[src/rtl/control_sequencer.sv]
// Hardwired T-state control unit for the 32-bit register-bus datapath.
// Steps RESET -> T0..T7 -> T0 per instruction and decodes strobes from state and opcode.
module control_sequencer (
  input  logic        Clock,
  input  logic        Reset,
  input  logic [31:0] IR,
  input  logic        CON,
  output logic        Run,
  output logic [4:0]  alu_op,
  output logic        HIin,
  output logic        LOin,
  output logic        PCin,
  output logic        MDRin,
  output logic        Zin,
  output logic        Yin,
  output logic        MARin,
  output logic        IRin,
  output logic        CONin,
  output logic        OUTPORTin,
  output logic        HIout,
  output logic        LOout,
  output logic        ZHIout,
  output logic        ZLOout,
  output logic        PCout,
  output logic        MDRout,
  output logic        INPORTout,
  output logic        Cout,
  output logic        BAout,
  output logic        Gra,
  output logic        Grb,
  output logic        Grc,
  output logic        Rin,
  output logic        Rout,
  output logic        Read,
  output logic        write,
  output logic        IncPC
);

  typedef enum logic [3:0] {
    S_RESET, S_T0, S_T1, S_T2, S_T3, S_T4, S_T5, S_T6, S_T7, S_HALT
  } state_e;

  typedef enum logic [3:0] {
    C_ALU, C_IMM, C_UNARY, C_LDI, C_LD, C_ST, C_MULDIV, C_BRANCH,
    C_JAL, C_JR, C_IN, C_OUT, C_MFLO, C_MFHI, C_NOP, C_HALT
  } op_class_e;

  localparam logic [4:0] OP_ADD = 5'b00011;

  state_e      state, state_n, last_state;
  op_class_e   op_class;
  logic [4:0]  opcode;
  logic        unused_ir;

  assign opcode    = IR[31:27];
  assign unused_ir = ^IR[26:0];

  always_comb begin
    op_class = C_NOP;
    case (opcode) inside
      [5'b00011:5'b01011]: op_class = C_ALU;
      [5'b01100:5'b01110]: op_class = C_IMM;
      5'b10001, 5'b10010:  op_class = C_UNARY;
      5'b00001:            op_class = C_LDI;
      5'b00000:            op_class = C_LD;
      5'b00010:            op_class = C_ST;
      5'b01111, 5'b10000:  op_class = C_MULDIV;
      5'b10011:            op_class = C_BRANCH;
      5'b10100:            op_class = C_JAL;
      5'b10101:            op_class = C_JR;
      5'b10110:            op_class = C_IN;
      5'b10111:            op_class = C_OUT;
      5'b11000:            op_class = C_MFLO;
      5'b11001:            op_class = C_MFHI;
      5'b11011:            op_class = C_HALT;
      default:             op_class = C_NOP;
    endcase
  end

  // Final execute state of each instruction class; it returns to T0 afterwards.
  always_comb begin
    case (op_class)
      C_ALU, C_IMM, C_LDI: last_state = S_T5;
      C_UNARY, C_JAL:      last_state = S_T4;
      C_LD, C_ST:          last_state = S_T7;
      C_MULDIV, C_BRANCH:  last_state = S_T6;
      default:             last_state = S_T3;
    endcase
  end

  always_comb begin
    state_n = state;
    case (state)
      S_RESET: state_n = S_T0;
      S_T0:    state_n = S_T1;
      S_T1:    state_n = S_T2;
      S_T2:    state_n = S_T3;
      S_T3:    state_n = (op_class == C_HALT)    ? S_HALT :
                         (last_state == S_T3)    ? S_T0   : S_T4;
      S_T4:    state_n = (last_state == S_T4) ? S_T0 : S_T5;
      S_T5:    state_n = (last_state == S_T5) ? S_T0 : S_T6;
      S_T6:    state_n = (last_state == S_T6) ? S_T0 : S_T7;
      S_T7:    state_n = S_T0;
      S_HALT:  state_n = S_HALT;
      default: state_n = S_RESET;
    endcase
  end

  // NOTE: state uses non-blocking assignment; Reset is sampled only on the clock edge.
  always_ff @(posedge Clock) begin
    if (!Reset) state <= S_RESET;
    else        state <= state_n;
  end

  // NOTE: every output gets a default first so no path through the case infers a latch.
  always_comb begin
    Run    = (state != S_RESET) && (state != S_HALT);
    alu_op = opcode;
    {HIin, LOin, PCin, MDRin, Zin, Yin, MARin, IRin, CONin, OUTPORTin} = '0;
    {HIout, LOout, ZHIout, ZLOout, PCout, MDRout, INPORTout, Cout, BAout} = '0;
    {Gra, Grb, Grc, Rin, Rout} = '0;
    {Read, write, IncPC} = '0;
    case (state)
      S_T0: begin PCout = 1'b1; MARin = 1'b1; end
      S_T1: begin Read = 1'b1; MDRin = 1'b1; PCin = 1'b1; IncPC = 1'b1; end
      S_T2: begin MDRout = 1'b1; IRin = 1'b1; end
      S_T3: begin
        case (op_class)
          C_ALU, C_IMM:      begin Grb = 1'b1; Rout = 1'b1; Yin = 1'b1; end
          C_UNARY:           begin Grb = 1'b1; Rout = 1'b1; Zin = 1'b1; end
          C_LDI, C_LD, C_ST: begin Grb = 1'b1; BAout = 1'b1; Yin = 1'b1; end
          C_MULDIV:          begin Gra = 1'b1; Rout = 1'b1; Yin = 1'b1; end
          C_BRANCH:          begin Gra = 1'b1; Rout = 1'b1; CONin = 1'b1; end
          C_JAL:             begin PCout = 1'b1; Grb = 1'b1; Rin = 1'b1; end
          C_JR:              begin Gra = 1'b1; Rout = 1'b1; PCin = 1'b1; end
          C_IN:              begin INPORTout = 1'b1; Gra = 1'b1; Rin = 1'b1; end
          C_OUT:             begin Gra = 1'b1; Rout = 1'b1; OUTPORTin = 1'b1; end
          C_MFLO:            begin LOout = 1'b1; Gra = 1'b1; Rin = 1'b1; end
          C_MFHI:            begin HIout = 1'b1; Gra = 1'b1; Rin = 1'b1; end
          default: ;
        endcase
      end
      S_T4: begin
        case (op_class)
          C_ALU:             begin Grc = 1'b1; Rout = 1'b1; Zin = 1'b1; end
          C_IMM:             begin Cout = 1'b1; Zin = 1'b1; end
          C_UNARY:           begin ZLOout = 1'b1; Gra = 1'b1; Rin = 1'b1; end
          C_LDI, C_LD, C_ST: begin Cout = 1'b1; Zin = 1'b1; alu_op = OP_ADD; end
          C_MULDIV:          begin Grb = 1'b1; Rout = 1'b1; Zin = 1'b1; end
          C_BRANCH:          begin PCout = 1'b1; Yin = 1'b1; end
          C_JAL:             begin Gra = 1'b1; Rout = 1'b1; PCin = 1'b1; end
          default: ;
        endcase
      end
      S_T5: begin
        case (op_class)
          C_ALU, C_IMM, C_LDI: begin ZLOout = 1'b1; Gra = 1'b1; Rin = 1'b1; end
          C_LD, C_ST:          begin ZLOout = 1'b1; MARin = 1'b1; end
          C_MULDIV:            begin ZLOout = 1'b1; LOin = 1'b1; end
          C_BRANCH:            begin Cout = 1'b1; Zin = 1'b1; alu_op = OP_ADD; end
          default: ;
        endcase
      end
      S_T6: begin
        case (op_class)
          C_LD:     begin Read = 1'b1; MDRin = 1'b1; end
          C_ST:     begin Gra = 1'b1; Rout = 1'b1; MDRin = 1'b1; end
          C_MULDIV: begin ZHIout = 1'b1; HIin = 1'b1; end
          C_BRANCH: begin ZLOout = CON; PCin = CON; end
          default: ;
        endcase
      end
      S_T7: begin
        case (op_class)
          C_LD:    begin MDRout = 1'b1; Gra = 1'b1; Rin = 1'b1; end
          C_ST:    write = 1'b1;
          default: ;
        endcase
      end
      default: ;
    endcase
  end

endmodule

[config.mk]
export PLATFORM = sky130hd
export DESIGN_NAME = control_sequencer
export DESIGN_NICKNAME = d
export VERILOG_FILES = /design/src/rtl/control_sequencer.sv
export SDC_FILE = /design/constraint.sdc
export NUM_CORES = 1
export LEC_CHECK = 0
export ABC_AREA = 0
export CELL_PAD_IN_SITES_DETAIL_PLACEMENT = 1
export CELL_PAD_IN_SITES_GLOBAL_PLACEMENT = 1
export CORE_MARGIN = 2
export CORE_UTILIZATION = 26
export CTS_CLUSTER_DIAMETER = 30
export DETAILED_ROUTE_END_ITERATION = 10
export PLACE_DENSITY = 0.93
export REMOVE_ABC_BUFFERS = 1
export SYNTH_ARGS = -nofsm -noshare
export SYNTH_HDL_FRONTEND = slang
export SYNTH_SLANG_ARGS = --single-unit
[constraint.sdc]
create_clock -name Clock -period 2.61 [get_ports Clock]
set_input_delay 0.522 -clock Clock [delete_from_list [all_inputs] [get_ports Clock]]
set_output_delay 0.522 -clock Clock [all_outputs]
set_load 0.01 [all_outputs]
Word-level counts from Yosys, hierarchy flattened

Memories as Yosys holds them, arrays and structs flattened.
Cells that the tools add are included.

Latch bits: 0
Register bits after elaboration: 4
Output and inout port bits: 33
Memories kept: 1
Word-level logic and storage cells: 143
Bits in read-only memories: 64
RAM bits: 0

Memory list:

| name            | depth | bits a word | read ports | clocked after memory_dff | wr ports | line | RTL |
|---|---|---|---|---|---|---|---|
| (no name shown) | 16    | 4           | 1          | 0                        | 0        | 82   | `case (op_class)` |

Eq/ne operators: 42
Shifts and indexed selects: 0
Divide/modulo/power cells: 0
Bitwise gates (word level): 0
Reductions and logical operators: 21
$add $sub $neg: 0
Magnitude comparators: 4
Multipliers: 0
Multiplexer cells: 74

Operators with widths:

| operator                                             | number |
|---|---|
| equality test 5 bit (second input constant)          | 11 |
| equality test 4 x 3 -> 1 bit (second input constant) | 12 |
| 2-to-1 mux 4 bit                                     | 10 |
| 2-to-1 mux 1 bit                                     | 37 |
| equality test 4 bit (second input constant)          | 9 |
| one-hot mux 4 bit (9 select lines)                   | 1 |
| 2-to-1 mux 3 bit                                     | 7 |
| OR reduction 7 bit                                   | 3 |
| equality test 4 x 2 -> 1 bit (second input constant) | 4 |
| one-hot mux 1 bit (2 select lines)                   | 7 |
| one-hot mux 1 bit (3 select lines)                   | 4 |
| <= comparator 5 x 4 -> 1 bit (second input constant) | 2 |
| 2-to-1 mux 5 bit                                     | 2 |
| one-hot mux 5 bit (2 select lines)                   | 1 |
| OR reduction 2 bit                                   | 5 |
| OR reduction 3 bit                                   | 3 |
| equality test 4 x 1 -> 1 bit (second input constant) | 2 |
| zero test 4 bit                                      | 2 |
| one-hot mux 1 bit (4 select lines)                   | 2 |
| OR reduction 4 bit                                   | 2 |
| OR reduction 6 bit                                   | 1 |
| equality test 5 x 1 -> 1 bit (second input constant) | 1 |
| equality test 5 x 2 -> 1 bit (second input constant) | 1 |
| equality test 5 x 4 -> 1 bit (second input constant) | 1 |
| other kinds (8)                                      | 11 |

Depth between registers and ports, before layout

Gate-level depths: netlist (run 1).
An unclocked memory read counts as a cell.

Depth in word-level cells: 21
Depth in mapped cells: 8

Least setup slack after synthesis (run 1)

OpenSTA, ideal clock, no wires.

Kind: input -> output
Start point: in IR[31]
End point: out ZHIout
Cell stages on the path: 8
Slack: 0.460 ns
Required time: 2.088 ns
Buffers on the path: 3
Data arrival time: 1.628 ns
Cells stage by stage: buf_6 buf_2 nor3_1 o21ai_1 o21ai_1 o21ai_1 and3_1 buf_4

Cells in the longest elaborated chain, start to end: 19

RTL lines:

| what                                 | line | RTL |
|---|---|---|
| start: declaration                   | 6    | `input logic [31:0] IR,` |
| equality test 5 bit (no source line) | n/a  |  |
| 2-to-1 mux 1 bit                     | 60   | `case (opcode) inside` |
| 2-to-1 mux 2 bit (2 in series)       | 60   |  |
| 2-to-1 mux 3 bit (4 in series)       | 60   |  |
| 2-to-1 mux 4 bit (7 in series)       | 60   |  |
| 2-to-1 mux 4 bit (*)                 | 60   |  |
| equality test 4 x 3 -> 1 bit (*)     | n/a  |  |
| 2-to-1 mux 1 bit (*) (2 in series)   | n/a  |  |
| end: declaration                     | 22   | `output logic ZHIout,` |

Mark *: on every way between the ends. The rest lies on a longest branch, timed or not.

Worst setup path in the final report (run 1)

Start point: in IR[30]
End point: out ZHIout

Cells in the longest elaborated chain, start to end: 19

RTL lines:

| what                                 | line | RTL |
|---|---|---|
| equality test 5 bit (no source line) | n/a  |  |
| 2-to-1 mux 1 bit                     | 60   |  |
| 2-to-1 mux 2 bit (2 in series)       | 60   |  |
| 2-to-1 mux 3 bit (4 in series)       | 60   |  |
| 2-to-1 mux 4 bit (7 in series)       | 60   |  |
| 2-to-1 mux 4 bit (*)                 | 60   |  |
| equality test 4 x 3 -> 1 bit (*)     | 165  | `case (op_class)` |
| 2-to-1 mux 1 bit (*)                 | 165  |  |
| 2-to-1 mux 1 bit (*)                 | 123  | `case (state)` |

Marked as above.

==> flow_summary.rst, run 1 <==
.. list-table::
   :header-rows: 1

   * - Metric
     - Value
   * - Run status
     - finished, violations left
   * - Violated checks
     - setup timing
   * - Critical Path, Cell by Cell
     - clkdlybuf4s15_1 -> buf_6 -> buf_12 -> nor3_1 -> a21oi_1 -> o21ai_1 -> o21ai_1 -> and3_1 -> dlygate4sd2_1
   * - Worst min-delay path class
     - flop to flop
   * - Sink count of the clock tree
     - 4
   * - Total iterations of the first detailed-routing run
     - 4
   * - Post-CTS Hold Buffers
     - 0
   * - Die Width
     - between 70 and 80 µm
   * - Depth of the most critical reg-to-reg path
     - 5
   * - Critical path's most frequent cell
     - o21ai_1
   * - Number of antenna violations at the first check in global routing
     - 0
   * - Number of stages on the worst hold path
     - 2
   * - Flip-flop count of the largest register after layout
     - 4
   * - Worst Hold End
     - state[3]$_SDFF_PN0_
   * - Post-synthesis cell area
     - between 0.001 and 0.0015 mm²
   * - Clock insertion delay at the later pin of the skew report
     - around 0.21 ns
   * - Worst Tran Pin Value
     - 0.497 ns
   * - Crit path capture type
     - output port
   * - Final period util
     - 102%
   * - Die height
     - about 70 µm
   * - Largest fanout on the critical path
     - 8
   * - Residual overflow from global routing
     - 0
   * - Min cycle time layout
     - between 2 and 3 ns
   * - Leading cell type in the layout, fill and taps excluded
     - buf_4
   * - Flop and latch count out of synthesis
     - 4
   * - Max Cap Violations
     - 0
   * - Half-perimeter wire length of the detailed placement result
     - ~4600 µm
   * - Post-Route Utilization
     - ~49%
   * - Maximum number of pins on one net before global-route repair
     - 11
   * - Worst ir drop on vdd
     - about 0.11 mV
   * - Count of flip-flops with a built-in enable after synthesis
     - 0
   * - Type of the worst setup path
     - input port to output port
   * - Worst slew margin relative to its limit
     - between 60% and 70%
   * - Count of H-tree levels built during CTS
     - 1
   * - Number of unique standard cell types used by synthesis
     - between 50 and 60
   * - Residual antenna-violating net count after detailed routing
     - 0
   * - Final setup violating endpoints
     - 4
   * - Post-Syn Area per Cell
     - around 6.4 µm²
   * - Hold Vio Cnt, Final
     - 0
   * - Worst r2r dst
     - state[2]$_SDFF_PN0_
   * - Top Registers
     - state: 4 flops
   * - Area growth, synth to finish
     - 84.2%
   * - Cell leakage power
     - roughly 1.0 nW
   * - Sequential fraction of the synthesis area
     - under 10%
   * - Data required time of the critical path
     - 2.09 ns
   * - Final Hold Slack
     - 0.558 ns
   * - First-pass GRT wire length
     - about 10000 µm
   * - Buffers from clock root to sink, at most
     - 2
   * - Yosys warns
     - 0
   * - Clock root buffer
     - clkbuf_8
   * - Flop-to-flop setup slack
     - 1.05 ns
   * - CP Launch Type
     - input port
   * - Slowest cell on crit path
     - dlygate4sd2_1
   * - Final clock skew
     - roughly 0.00094 ns
   * - Antenna Diode Count
     - 0
   * - Core Area
     - between 0.004 and 0.005 mm²
   * - Stage delay of the slowest cell on the critical path
     - 0.29 ns
   * - Row count
     - 24
   * - Commonest cells after routing, fill and taps aside
     - buf_4 (51), nand2_1 (25), nor2_1 (15), dlygate4sd2_1 (15), a21oi_1 (12)
   * - Global-route total usage across every layer
     - about a quarter
   * - Post-detailed-route wirelength per cell
     - between 20 and 25 µm
   * - Total count of max-transition violations in the final report
     - 0
   * - Port-buffer cells
     - 40
   * - Pwr/cell area
     - 243 mW/mm²
   * - Worst endpoint data arrival time
     - 2.14 ns
   * - Via-per-instance ratio
     - just under 6
   * - Clock-pin transition on the worst setup and hold timing paths
     - 0.03 ns
   * - Cells after synthesis
     - between 150 and 200
   * - Initial Util
     - between 20% and 30%
   * - Floorplan die area
     - 0.00491 mm²
   * - Maximum frequency from static timing analysis
     - 376 MHz
   * - Final critical-path setup slack
     - -0.0496 ns
   * - Hold Crit Start
     - state[0]$_SDFF_PN0_
   * - Fraction of registers with async set or reset after synthesis
     - 0%
   * - Layout Cell Area excl Fill
     - 0.00209 mm²
   * - Post-detailed-routing wire length
     - about 7000 µm
   * - Leading register cell type out of synthesis
     - dfxtp_1
   * - Ports
     - between 60 and 70
   * - Clock tree from TritonCTS
     - yes
   * - Last weighted congestion value of the routability-driven placer
     - about 0.98
   * - Total vias in the final route
     - roughly 1900
   * - Largest reg by FF count
     - state
   * - Drt initial violations
     - around 180
   * - Post-Place Cell Area
     - 0.00186 mm²
   * - Via count of the first global-routing pass
     - slightly below 2000
   * - NumNets Final
     - about 300
   * - Residual DRC
     - 0
   * - Total CTS buffers
     - 3
   * - Launch instance of the worst register-to-register path
     - state[1]$_SDFF_PN0_
   * - Fraction of layout instances using a drive strength above 1
     - about two fifths
## worst max path at each step
stage          slack [ns]           startpoint  endpoint  cells past startpoint
6_report            -0.05               IR[30]    ZHIout                      9
5_1_grt             -0.12               IR[30]    ZHIout                      9
4_1_cts            0.0003               IR[27]      Read                      8
3_5_place_dp        -0.69               IR[28]       Gra                      8
3_3_place_gp        -0.58               IR[31]    ZLOout                      8
2_1_floorplan        0.55  state[1]$_SDFF_PN0_       Gra                      5
## worst max-delay path: cells and delay by family
kind / cells / cell delay [ns]
buf+inv: 4 / 0.75
compound gates: 3 / 0.44
simple gates: 2 / 0.41
## metrics by stage
step,setup slack (ns),total power [mW],cells,setup TNS [ns]
finish,-0.0496,0.508,314,-0.178
global placement,-0.579,0.316,298,-11.29
detailed placement,-0.691,0.332,298,-13.60
CTS,0.000311,0.480,309,0
floorplan,0.555,0.166,158,0
global route,-0.117,0.529,314,-0.387
## logic make-up after synthesis
group,synth area share [%]
buf+inv,12.6
compound gates,24.5
flops,7.06
mux,1.76
xor+xnor,2.21
simple gates,51.9
## per-layer routing
layer	vias up	share of wire (%)	track usage [%]
met5	-	0	0
met2	108	51	48.6
li1	810	-	-
met1	921	38	29.3
met4	0	5.2	11.8
met3	31	6.1	3.61
## cell type report
type	count	area, µm²
Multi-Input combinational cell	149	986
Clock buffer	3	41.3
Sequential cell	4	81.3
Tap cell	52	65.1
Timing Repair Buffer	101	898
Fill cell	548	2170
Inverter	5	18.8
## synthesized netlist by cell type (3+ instances only)
cell type  count  share of area [%]
nand4_1        3                1.7
nand3_1        6                2.6
nand2b_1       4                2.2
inv_1          4                1.3
o21ai_0        9                4.0
nand2_1       27                8.9
nor2_1        17                5.6
nor4_1         8                4.4
buf_2          9                4.0
nor3_1         3                1.3
buf_6          5                5.0
nor2b_1        4                2.2
o21ai_1        4                1.8
a21oi_1       12                5.3
dfxtp_1        4                7.1
and3_1         7                3.9
## report_power, final
group / leakage, nW / internal, mW / switching [mW]
clock: 0.0216 / 0.0982 / 0.0308
sequential: 0.0330 / 0.0656 / 0.00677
combinational: 0.971 / 0.143 / 0.164
total: 1.03 / 0.307 / 0.201
## repair_timing
item                       4_1_cts  5_1_grt
gates cloned                     2        1
pin swaps                       10        6
resized for setup               78       19
setup endpoints to repair       28       19
setup buffers                    6        4
(Power assumes the default switching activity.)
==> inputs of run 2 (changes only) <==
--- a/config.mk
+++ b/config.mk
@@ -8,6 +8,7 @@
 export ABC_AREA = 0
 export CELL_PAD_IN_SITES_DETAIL_PLACEMENT = 1
 export CELL_PAD_IN_SITES_GLOBAL_PLACEMENT = 1
+export CORE_ASPECT_RATIO = 1.4
 export CORE_MARGIN = 2
 export CORE_UTILIZATION = 26
 export CTS_CLUSTER_DIAMETER = 30
==> run 2 against run 1 <==
  * The flow still finishes with violations (setup timing)
  * Clock-buffer cell count is the same
  * Combinational power grew 2%
  * Global-route usage shrank 0.11 points
==> flow_summary.rst, run 2 (synthesis results as in run 1) <==
.. list-table::
   :header-rows: 1

   * - Metric
     - Value
   * - Residual DRC
     - 0
   * - Flip-flop count of the largest register after layout
     - 4
   * - Clock-pin transition on the worst setup and hold timing paths
     - roughly 0.030 ns
   * - Stage delay of the slowest cell on the critical path
     - just over 0.3 ns
   * - Max Cap Violations
     - 0
   * - Maximum frequency from static timing analysis
     - around 370 MHz
   * - Post-detailed-routing wire length
     - between 7000 and 8000 µm
   * - CP Launch Type
     - input port
   * - Row count
     - 28
   * - Crit path capture type
     - output port
   * - Area growth, synth to finish
     - 89.6%
   * - Sink count of the clock tree
     - 4
   * - Antenna Diode Count
     - 0
   * - Pwr/cell area
     - 241 mW/mm²
   * - Post-CTS Hold Buffers
     - 0
   * - Largest reg by FF count
     - state
   * - Final period util
     - 104%
   * - Clock root buffer
     - clkbuf_8
   * - Worst r2r dst
     - state[1]$_SDFF_PN0_
   * - Residual antenna-violating net count after detailed routing
     - 0
   * - Flop-to-flop setup slack
     - 0.98 ns
   * - Global-route total usage across every layer
     - 26.1%
   * - Number of antenna violations at the first check in global routing
     - 0
   * - Setup TNS
     - -0.109 ns
   * - Run status
     - finished, violations left
   * - Commonest cells after routing, fill and taps aside
     - buf_4 (56), nand2_1 (25), dlygate4sd2_1 (15)
   * - Drt initial violations
     - 95
   * - Half-perimeter wire length of the detailed placement result
     - ~4400 µm
   * - Violated checks
     - setup timing
   * - Total CTS buffers
     - 3
   * - Buffers from clock root to sink, at most
     - 2
   * - Port-buffer cells
     - 40
   * - Initial Util
     - about 27%
   * - Residual overflow from global routing
     - 0
   * - Die height
     - approximately 80 µm
   * - Via count of the first global-routing pass
     - 1896
   * - Fraction of layout instances using a drive strength above 1
     - between 40 and 50%
   * - Hold Vio Cnt, Final
     - 0
   * - Total vias in the final route
     - roughly 1800
   * - Pre-CTS WS
     - -0.651 ns
   * - Via-per-instance ratio
     - about 5.9
   * - Count of H-tree levels built during CTS
     - 1
   * - Data required time of the critical path
     - roughly 2.1 ns
   * - Slowest cell on crit path
     - nor4_2
   * - Largest fanout on the critical path
     - 14
   * - Post-detailed-route wirelength per cell
     - 22.5 µm
   * - Min cycle time layout
     - around 2.7 ns
   * - Top Registers
     - state: 4 flops
   * - Last element of the critical path
     - PCout
   * - Worst endpoint data arrival time
     - around 2.2 ns
   * - Core Area
     - 0.00420 mm²
   * - NumNets Final
     - about 300
   * - Last weighted congestion value of the routability-driven placer
     - between 0.8 and 0.9
   * - Worst ir drop on vdd
     - roughly 0.099 mV
   * - First-pass GRT wire length
     - around 9600 µm
   * - Launch instance of the worst register-to-register path
     - state[1]$_SDFF_PN0_
   * - Worst min-delay path class
     - flop to flop
   * - Worst slew margin relative to its limit
     - 68.1%
   * - Final total power
     - about 520 µW
   * - Final setup violating endpoints
     - 2
   * - Floorplan die area
     - 0.00492 mm²
   * - Critical path origin
     - IR[31]
   * - Ports
     - 68
   * - Worst Tran Pin Value
     - 0.476 ns
   * - Clock tree from TritonCTS
     - yes
   * - Die Width
     - roughly 60 µm
   * - Total iterations of the first detailed-routing run
     - 4
   * - Final clock skew
     - between 0.001 and 0.0015 ns
   * - Total count of max-transition violations in the final report
     - 0
   * - Leading cell type in the layout, fill and taps excluded
     - buf_4
   * - Depth of the most critical reg-to-reg path
     - 6
   * - Final critical-path setup slack
     - -0.0970 ns
   * - Type of the worst setup path
     - input port to output port
   * - Clock insertion delay at the later pin of the skew report
     - roughly 0.22 ns
   * - Cell leakage power
     - 1.06 nW
   * - Critical Path, Cell by Cell
     - clkdlybuf4s15_2 -> buf_12 -> nand2b_4 -> buf_4 -> nor4_4 -> a21oi_1 -> nor4_2 -> dlygate4sd2_1
   * - Maximum number of pins on one net before global-route repair
     - 15
==> run 2: cell types whose count changed in the layout (fill, tap and decap cells not counted), sizes merged <==
cell | previous run | this run
clkdlybuf4s50 | 8 | 10
inv | 5 | 4
bufbuf | 1 | 2
dlymetal6s2s | 3 | 4
clkbuf | 8 | 6
clkdlybuf4s15 | 4 | 2
buf | 65 | 69
clkinvlp | 0 | 1
==> run 2: repair_timing <==
item                       CTS  global route
hold endpoints to repair     0             0
buffers inserted             4             3
gates cloned                 3             1
resized for setup           70            17
pin swaps                    9             0
setup endpoints to repair   28            20
==> run 2: routing by layer <==
metal	global-route usage (%)	up-vias	wire [µm]	part of all wire, %
met5	0	-	0	0
met4	13.8	0	320	4.6
met3	2.49	29	377	5.4
met2	47.8	86	3820	55
met1	28.8	900	2490	36
li1	-	824	-	-
==> run 2: through the flow <==
step | hold WS (ns) | utilization (%) | area [µm²] | instances
after floorplan | 0.598 | - | 1010 | 158
after global placement | 0.557 | 45.4 | 1910 | 297
after detailed placement | 0.560 | 45.4 | 1910 | 297
after CTS | 0.594 | 49.6 | 2090 | 307
after global routing | 0.634 | 51.2 | 2150 | 311
final | 0.617 | 51.2 | 2150 | 311
==> run 2: worst min path at each step <==
stage | slack [ns] | startpoint | endpoint | cells after the start
CTS | 0.59 | state[0]$_SDFF_PN0_ | state[3]$_SDFF_PN0_ | 2
detailed placement | 0.56 | state[0]$_SDFF_PN0_ | state[3]$_SDFF_PN0_ | 2
global route | 0.63 | state[0]$_SDFF_PN0_ | state[3]$_SDFF_PN0_ | 2
finish | 0.62 | state[0]$_SDFF_PN0_ | state[3]$_SDFF_PN0_ | 2
global placement | 0.56 | state[0]$_SDFF_PN0_ | state[3]$_SDFF_PN0_ | 2
floorplan | 0.60 | state[0]$_SDFF_PN0_ | state[3]$_SDFF_PN0_ | 2
==> run 2: worst max-delay path, delay by kind of cell <==
family / cells / cell delay, ns
buffers and inverters: 4 / 0.87
and+or+nand+nor: 3 / 0.60
AOI/OAI and AO/OA: 1 / 0.19
==> run 2: area by class of cell <==
class                   instances  area [µm²]
clock buffers                   3        41.3
fillers                       532        2050
inverters                       5        22.5
multi-input cells             149        1000
flip-flops and latches          4        81.3
well taps                      45        56.3
repair buffers                105         950
==> run 2: power breakdown <==
part	internal [mW]	leakage [nW]	switching [mW]
clock	0.0984	0.0216	0.0332
combinational	0.152	1.01	0.159
sequential	0.0657	0.0332	0.00933
total	0.317	1.06	0.202
==> inputs of run 3 (changes only) <==
--- a/config.mk
+++ b/config.mk
@@ -6,6 +6,7 @@
 export NUM_CORES = 1
 export LEC_CHECK = 0
 export ABC_AREA = 0
+export ABC_CLOCK_PERIOD_IN_PS = 2610
 export CELL_PAD_IN_SITES_DETAIL_PLACEMENT = 1
 export CELL_PAD_IN_SITES_GLOBAL_PLACEMENT = 1
 export CORE_ASPECT_RATIO = 1.4
==> results of run 3 <==
Same layout as run 2: the final DEF is identical, and so are final timing and power.
